`src/rtl/ram_bist_if.sv`:
```
// ram_bist_if: single-port RAM bus between a BIST initiator (master) and the RAM wrapper (slave)
interface ram_bist_if #(
  parameter int AW = 4,
  parameter int DW = 8
);
  logic          we;
  logic [AW-1:0] addr;
  logic [DW-1:0] wdata;
  logic [DW-1:0] rdata;
  modport master (output we, addr, wdata, input rdata);
  modport slave (input we, addr, wdata, output rdata);
endinterface

```
`src/rtl/ram_bist_ctrl.sv`:
```
// ram_bist_ctrl: fill/read-back self-test master for a single-port RAM with latency-aligned compare.
// Defining BIST_INV_PASS_EN adds a second pass with the inverted pattern.
module ram_bist_ctrl #(
  parameter int AW     = 4,
  parameter int DW     = 8,
  parameter int RD_LAT = 1
) (
  input  logic          clk,
  input  logic          rst,
  input  logic          start,
  input  logic [DW-1:0] seed,
  ram_bist_if.master    ram,
  output logic          busy,
  output logic          done,
  output logic          pass,
  output logic [AW+1:0] err_cnt,
  output logic [AW-1:0] err_addr
);
  localparam int DCW = RD_LAT > 1 ? $clog2(RD_LAT) : 1;
  typedef enum logic [2:0] {IDLE, WRITE, READ, DRAIN, DONE
`ifdef BIST_INV_PASS_EN
    , WR_INV, RD_INV, DR_INV
`endif
  } state_t;
  typedef struct packed {
    logic          v;
    logic [DW-1:0] e;
    logic [AW-1:0] a;
  } exp_t;
  state_t        state, to_rd, to_dr, to_end;
  exp_t          pipe [RD_LAT+1];
  logic [AW-1:0] k;
  logic [DW-1:0] seed_q;
  logic [DCW-1:0] dcnt;
  logic          inv, wr_ph, rd_ph, dr_ph, last, miss, end_pass;
  logic [AW+1:0] err_nxt;
  function automatic logic [DW-1:0] pat(input logic [AW-1:0] i, input logic n);
    pat = seed_q + DW'(i);
    if (n) pat = ~pat;
  endfunction
`ifdef BIST_INV_PASS_EN
  assign inv    = state inside {WR_INV, RD_INV, DR_INV};
  assign wr_ph  = state inside {WRITE, WR_INV};
  assign rd_ph  = state inside {READ, RD_INV};
  assign dr_ph  = state inside {DRAIN, DR_INV};
  assign to_rd  = inv ? RD_INV : READ;
  assign to_dr  = inv ? DR_INV : DRAIN;
  assign to_end = inv ? DONE : WR_INV;
`else
  assign inv    = 1'b0;
  assign wr_ph  = state == WRITE;
  assign rd_ph  = state == READ;
  assign dr_ph  = state == DRAIN;
  assign to_rd  = READ;
  assign to_dr  = DRAIN;
  assign to_end = DONE;
`endif
  assign last     = k == '1;
  assign miss     = pipe[RD_LAT].v && ram.rdata != pipe[RD_LAT].e;
  assign err_nxt  = err_cnt + (AW+2)'(miss);
  // a pass ends on the edge that compares the last read, so pass uses err_nxt
  assign end_pass = (rd_ph && last && RD_LAT == 0) || (dr_ph && dcnt == DCW'(RD_LAT - 1));
  always_ff @(posedge clk or posedge rst)
    if (rst) begin
      state     <= IDLE;
      ram.we    <= 1'b0;
      ram.addr  <= '0;
      ram.wdata <= '0;
      busy      <= 1'b0;
      done      <= 1'b0;
      pass      <= 1'b0;
      err_cnt   <= '0;
      err_addr  <= '0;
      k         <= '0;
      seed_q    <= '0;
      dcnt      <= '0;
      for (int i = 0; i <= RD_LAT; i++) pipe[i] <= '0;
    end else begin
      done      <= 1'b0;
      pipe[0].v <= 1'b0;
      for (int i = 1; i <= RD_LAT; i++) pipe[i] <= pipe[i-1];
      if (miss) begin
        err_cnt <= err_nxt;
        if (err_cnt == '0) err_addr <= pipe[RD_LAT].a;
      end
      if (state == IDLE) begin
        if (start) begin
          state     <= WRITE;
          seed_q    <= seed;
          busy      <= 1'b1;
          pass      <= 1'b0;
          err_cnt   <= '0;
          err_addr  <= '0;
          ram.we    <= 1'b1;
          ram.addr  <= '0;
          ram.wdata <= seed;
          k         <= '0;
        end
      end else if (wr_ph) begin
        if (last) begin
          state    <= to_rd;
          ram.we   <= 1'b0;
          ram.addr <= '0;
          k        <= '0;
          pipe[0]  <= '{v: 1'b1, e: pat('0, inv), a: '0};
        end else begin
          k         <= k + 1'b1;
          ram.addr  <= k + 1'b1;
          ram.wdata <= pat(k + 1'b1, inv);
        end
      end else if (rd_ph) begin
        if (!last) begin
          k        <= k + 1'b1;
          ram.addr <= k + 1'b1;
          pipe[0]  <= '{v: 1'b1, e: pat(k + 1'b1, inv), a: k + 1'b1};
        end else if (RD_LAT != 0) begin
          state <= to_dr;
          dcnt  <= '0;
        end
      end else if (dr_ph) dcnt <= dcnt + 1'b1;
      else state <= IDLE;
      if (end_pass) begin
        if (to_end == DONE) begin
          state <= DONE;
          done  <= 1'b1;
          busy  <= 1'b0;
          pass  <= err_nxt == '0;
        end else begin
          state     <= to_end;
          ram.we    <= 1'b1;
          ram.addr  <= '0;
          ram.wdata <= pat('0, 1'b1);
          k         <= '0;
        end
      end
    end
endmodule

```
`src/flat_wrapper.sv`:
```
// flat-port wrapper written by rule: the top's interface ports become plain ports
module ram_bist_ctrl_flat 
#(
  parameter int AW     = 4,
  parameter int DW     = 8,
  parameter int RD_LAT = 1
)
  (clk, rst, start, seed, busy, done, pass, err_cnt, err_addr, ram_we, ram_addr, ram_wdata, ram_rdata);
  ram_bist_if #(.AW(AW), .DW(DW)) ram_i ();
  input  logic clk;
  input  logic rst;
  input  logic start;
  input  logic [DW-1:0] seed;
  output logic busy;
  output logic done;
  output logic pass;
  output logic [AW+1:0] err_cnt;
  output logic [AW-1:0] err_addr;
  output wire logic [$bits(ram_i.we)-1:0] ram_we;
  output wire logic [$bits(ram_i.addr)-1:0] ram_addr;
  output wire logic [$bits(ram_i.wdata)-1:0] ram_wdata;
  input wire logic [$bits(ram_i.rdata)-1:0] ram_rdata;
  assign ram_we = ram_i.we;
  assign ram_addr = ram_i.addr;
  assign ram_wdata = ram_i.wdata;
  assign ram_i.rdata = ram_rdata;
  ram_bist_ctrl #(.AW(AW), .DW(DW), .RD_LAT(RD_LAT)) u_core (.clk(clk), .rst(rst), .start(start), .seed(seed), .ram(ram_i), .busy(busy), .done(done), .pass(pass), .err_cnt(err_cnt), .err_addr(err_addr));
endmodule
```
`config.mk`:
```
export PLATFORM = sky130hd
export DESIGN_NAME = ram_bist_ctrl_flat
export DESIGN_NICKNAME = d
export VERILOG_FILES = /design/src/rtl/ram_bist_if.sv /design/src/rtl/ram_bist_ctrl.sv /design/src/flat_wrapper.sv
export SDC_FILE = /design/constraint.sdc
export NUM_CORES = 1
export LEC_CHECK = 0
export ABC_CLOCK_PERIOD_IN_PS = 2400
export BUFFER_PORTS_ARGS = -buffer_cell sky130_fd_sc_hd__buf_2
export CAP_MARGIN = 20
export CORE_ASPECT_RATIO = 0.5
export CORE_MARGIN = 5
export CORE_UTILIZATION = 57
export CTS_CLUSTER_DIAMETER = 200
export CTS_CLUSTER_SIZE = 16
export DETAILED_ROUTE_END_ITERATION = 6
export PLACE_DENSITY_LB_ADDON = 0.2
export SYNTH_ARGS = -nofsm -noshare
export SYNTH_HDL_FRONTEND = slang
export SYNTH_SLANG_ARGS = --single-unit
```
`constraint.sdc`:
```
create_clock -name clk -period 2.4 [get_ports clk]
set_input_delay 0.24 -clock clk [delete_from_list [all_inputs] [get_ports clk]]
set_output_delay 0.24 -clock clk [all_outputs]
set_load 0.005 [all_outputs]
```
; After elaboration in Yosys (flattened, before gate mapping)
; Cells that the tools add are included.
[word_totals]
reg_bits = 64
in_bits = 19
output_inout_bits = 26
word_cells = 101
[op_classes]
addsub = 4
n_eq_ne = 15
muxes = 42
bitwise = 3
n_reduce_logical = 20
[op_table]
columns = cell, n
row1 = 13-bit 2-to-1 mux, 5
row2 = 4-bit 2-to-1 mux, 10
row3 = 8-bit 2-to-1 mux, 4
row4 = 3-bit 2-to-1 mux, 8
row5 = 6-bit 2-to-1 mux, 3
row6 = 6-bit logical NOT, 2
row7 = 1-bit 2-to-1 mux, 12
row8 = 4-bit AND reduction, 3
row9 = 2-bit nonzero test, 6
row10 = 3-bit AND reduction, 3
row11 = 8-bit by 4-bit adder with 8-bit output, 1
row12 = 2-bit inequality test (second input constant), 4
row13 = 4-bit inequality test (second input constant), 2
row14 = 8-bit inequality test, 1
row15 = 6-bit by 1-bit adder with 6-bit output, 1
row16 = 3-bit by 2-bit == test with 1-bit output (second input constant), 2
row17 = 3-bit by 2-bit inequality test with 1-bit output (second input constant), 2
row18 = 5-bit by 3-bit inequality test with 1-bit output (second input constant), 1
row19 = 4-bit by 1-bit adder with 4-bit output (second input constant), 1
row20 = 4-bit == test (second input constant), 1
row21 = 2-bit AND reduction, 2
row22 = 3-bit by 1-bit == test with 1-bit output (second input constant), 1
row23 = 3-bit logical NOT, 1
row24 = 1-bit NOT, 3
row25 = 4 further kinds, 5

; Longest topological paths before layout
[depth]
ltp_word = 6
depth_mapped = 8
depth_no_buf = 8

; Worst setup path after synthesis
; No wires, ideal clock.
[synth_timing]
path_kind = register to register
startpoint = register u_core.pipe[10] (netlist bit)
endpoint = register u_core.pass
setup_time_ps = 92
arrival_ps = 2132
required_ps = 2308
path_slack_ps = 176
stages_incl_launch_ff = 8
path_buffers = 0
period_less_slack_ps = 2224
path_cell_list = dfrtp_1 -> xor2_1 -> nor4_4 -> a21boi_1 -> ha_1 -> ha_1 -> or3_1 -> o31ai_2
[synth_between]
elab_chain_cells = 5
[synth_lines]
columns = item, line_no
row1 = "start, declared", ram_bist_ctrl.sv:31  ; exp_t pipe [RD_LAT+1];
row2 = 8-bit inequality test, ram_bist_ctrl.sv:59  ; assign miss = pipe[RD_LAT].v && ram.rdata != pipe[RD_LAT].e;
row3 = 1-bit logical AND, ram_bist_ctrl.sv:59
row4 = 6-bit by 1-bit adder with 6-bit output, ram_bist_ctrl.sv:60  ; assign err_nxt = err_cnt + (AW+2)'(miss);
row5 = 6-bit logical NOT, ram_bist_ctrl.sv:127  ; pass <= err_nxt == '0;
row6 = 1-bit 2-to-1 mux, ram_bist_ctrl.sv:122  ; if (end_pass) begin
row7 = "end signal, assigned", ram_bist_ctrl.sv:71  ; pass <= 1'b0;
row8 = "end signal, assigned", ram_bist_ctrl.sv:91  ; pass <= 1'b0;
row9 = "end signal, assigned", ram_bist_ctrl.sv:127
row10 = "end, declared", ram_bist_ctrl.sv:15  ; output logic pass,
; Every way passes these cells.
; A chain may end at the register's enable or synchronous reset.

; Final worst setup path
; Same ends and word-level chain as after synthesis.

==> run_results.csv <==
group,metric,value,unit
logic_synthesis,synth-seq-area-share,51.7,%
logic_synthesis,syn_inst,299,
logic_synthesis,ys_types,54,
timing,timing.final.crit_share,93.2,%
timing,fin_crit,2.24,ns
timing,holdWs,0.111,ns
hold_path,hold_class,"input port to flop",
setup_path,crit_fanout,4,
placement,place_congestion,0.943,
setup_path,cp-end-kind,"flop",
timing,clock_skew,0.00919,ns
pwr,power_frac_clock,17.4,%
pwr,sequentialPowerShare,37.6,%
pwr,p_per_area,1460,mW/mm^2
cts,cts_made_buffers,9,
setup_path,worstPathArrival,2.49,ns
floorplanning,fp.dieH,62.2,microns
timing,drv_slew,0,
floorplanning,rows,19,
cts,cts_buffer_depth,2,
floorplanning,core-area,0.00537,sq mm
logic_synthesis,synth_top_flop_cell,"dfrtp_1",
route,drtIter0Drc,351,
layout,final_area,0.00366,sq mm
placement,io_buffers,44,
timing,hold_viol,0,
route,wire_per_inst,17.1,microns
timing,worstMarginPinSlew,0.871,ns
setup_path,start_kind,"flop",
layout,multi_input_area,0.00142,sq mm
timing,slew_headroom,41.7,%
layout,area_growth_syn_to_layout,18.2,%
cts,postCtsSetupBuffers,0,
pwr,p_switching,2.18,mW
logic_synthesis,synth-async-reset-ratio,100,%
pwr,p_leak,1.77,nW
logic_synthesis,syn_nets,327,
setup_path,crit_required,2.65,ns
logic_synthesis,synth_area_per_cell,10.4,sq um
global_routing,grt.overflow.total,0,
cts,cts_tree,"built",
global_routing,grt_pass1_vias,2427,
route,vias_per_cell,5.63,
route,first_pass_iters,4,
pwr,swShare,40.6,%
cts,insertion_delay,0.34,ns
placement,dpl_cell_area,0.00344,sq mm
cts,root_buffer,"clkbuf_8",
logic_synthesis,synth_area,0.00310,sq mm
pwr,ir_worst_vdd,0.872,mV
global_routing,grt_max_degree,32,
floorplanning,fp.dieW,114,microns
layout,layout-drive-gt1-share,23.0,%
timing,timing.setup.tns,0,ns
floorplanning,die_area,0.00710,sq mm
cts,cts.sinks,64,
setup_path,crit_type,"flop to flop",
pwr,combPwrFrac,45.0,%
route,vias,2442,
logic_synthesis,synth-edff-count,0,
route,drt_wl_total,7.42,mm
route,antenna_left,0,
floorplanning,ios,45,
global_routing,grt_usage,23.1,%
run_status,status,"complete, no violations",
cts,clk_pin_slew_worst_paths,0.08,ns
layout,regArea,0.00160,sq mm
timing,fmax,447,MHz
floorplanning,start_util,57.7,%
timing,finalSetupViolations,0,
layout,antenna_cells,0,
cts,h-tree-depth,3,
placement,hpwl,5.61,mm
layout,nets,384,
route,drc,0,
logic_synthesis,synth_seq_cells,64,
pwr,p_int,3.18,mW
timing,rsz0062_at_grt,"false",
logic_synthesis,ys_warn_count,0,
layout,mostFrequentLayoutCells,"64 x nand2_1, 64 x dfrtp_1, 44 x buf_2, 16 x a21oi_1",
global_routing,grt_pass1_wl,12.6,mm
run,drv_cap,0,
global_routing,antenna_found_initial,0,
layout,fillCellCount,448,
synth_stat cells (all sizes together) (3+ instances only):
| cell | instances | share of area [%] |
|---|---|---|
| nand4 | 4 | 0.81 |
| dfrtp | 64 | 52 |
| xor2 | 10 | 2.8 |
| a22oi | 4 | 1.1 |
| nor2 | 9 | 1.2 |
| o21ai | 13 | 2.1 |
| nor3 | 6 | 1.5 |
| ha | 8 | 3.2 |
| nand2 | 65 | 8.0 |
| nand2b | 8 | 1.6 |
| buf | 8 | 1.5 |
| nand3 | 8 | 1.3 |
| inv | 8 | 0.97 |
| xnor2 | 6 | 1.7 |
| a221o | 4 | 1.3 |
| a21oi | 16 | 2.6 |
| o211ai | 6 | 1.5 |
| nor4 | 4 | 1.8 |
| and2 | 3 | 0.61 |
| mux2i | 12 | 3.9 |
power by group through the flow:
stage                     sequential [mW]  combinational (mW)  clock [mW]
after floorplan                      1.90                1.70           0
after global routing                 2.09                2.72        1.02
final                                2.02                2.41       0.933
after CTS                            2.01                2.41       0.957
after global placement               2.00                2.33           0
after detailed placement             2.03                2.39           0
state kept, by name, summed over array words and instances (netlist names):
name	count
u_core.pass	1
u_core.err_addr	4
u_core.ram.we	1
u_core.ram.wdata	8
u_core.busy	1
u_core.dcnt	1
u_core.seed_q	8
u_core.k	4
u_core.err_cnt	6
u_core.pipe	26
u_core.done	1
u_core.state	3
final timing paths:
kind,from,end,slack (ns),cells past startpoint
setup / recovery,u_core.pipe[10]$_DFF_PP0_,u_core.pass$_DFFE_PP0P_,0.16,7
hold / removal,seed[1],u_core.seed_q[1]$_DFFE_PP0P_,0.11,3
setup reg to reg,u_core.pipe[10]$_DFF_PP0_,u_core.pass$_DFFE_PP0P_,0.16,7
hold reg to reg,u_core.pipe[25]$_DFF_PP0_,u_core.pipe[12]$_DFF_PP0_,0.36,0
max in group asynchronous,rst,u_core.state[0]$_DFFE_PP0P_,1.40,4
min in group asynchronous,rst,u_core.pass$_DFFE_PP0P_,0.36,3
critical path, cell delays in order, from the launching register on:
cell      delay, ns
dfrtp_1        0.38
xor2_1         0.18
nor4_4         0.30
a21boi_1       0.14
ha_1           0.24
ha_1           0.30
or3_1          0.38
o31ai_2        0.22
metal layers:
metal / up-vias / track usage [%] / wire length (microns)
li1: 1166 / - / -
met1: 1187 / 33.7 / 3540
met2: 85 / 32.6 / 3220
met3: 4 / 9.02 / 623
met4: 0 / 4.89 / 34
met5: - / 0 / 0
metrics by stage:
stage               total power, mW  instances  worst slack [ns]  util (%)
global route                   5.83        434            0.0162      68.2
global placement               4.33        417             0.179      64.0
finish                         5.36        434             0.162      68.2
floorplan                      3.59        299             0.176         -
detailed placement             4.42        417             0.139      64.0
CTS                            5.38        434             0.116      68.0
final cells by class:
class	instances	area share, %
flip-flops and latches	64	43.7
inverters	8	0.819
multi-input cells	217	38.9
repair buffers	56	8.54
well taps	73	2.49
clock inverters	6	1.84
clock buffers	10	3.76
what timing repair did:
item | in CTS | in global routing
resized for setup | 0 | 2
hold buffers | 1 | 0
hold endpoints to repair | 8 | 0
endpoints found under the setup margin | 0 | 5
cells by family after synthesis:
family,after synthesis,share of synthesized area [%]
compound gates,63,14.3
xor+xnor,16,4.52
fa+ha+maj,9,3.87
buf+inv,18,2.74
flops,64,51.7
mux,12,3.87
simple gates,117,19.0
(Power assumes the default switching activity.)
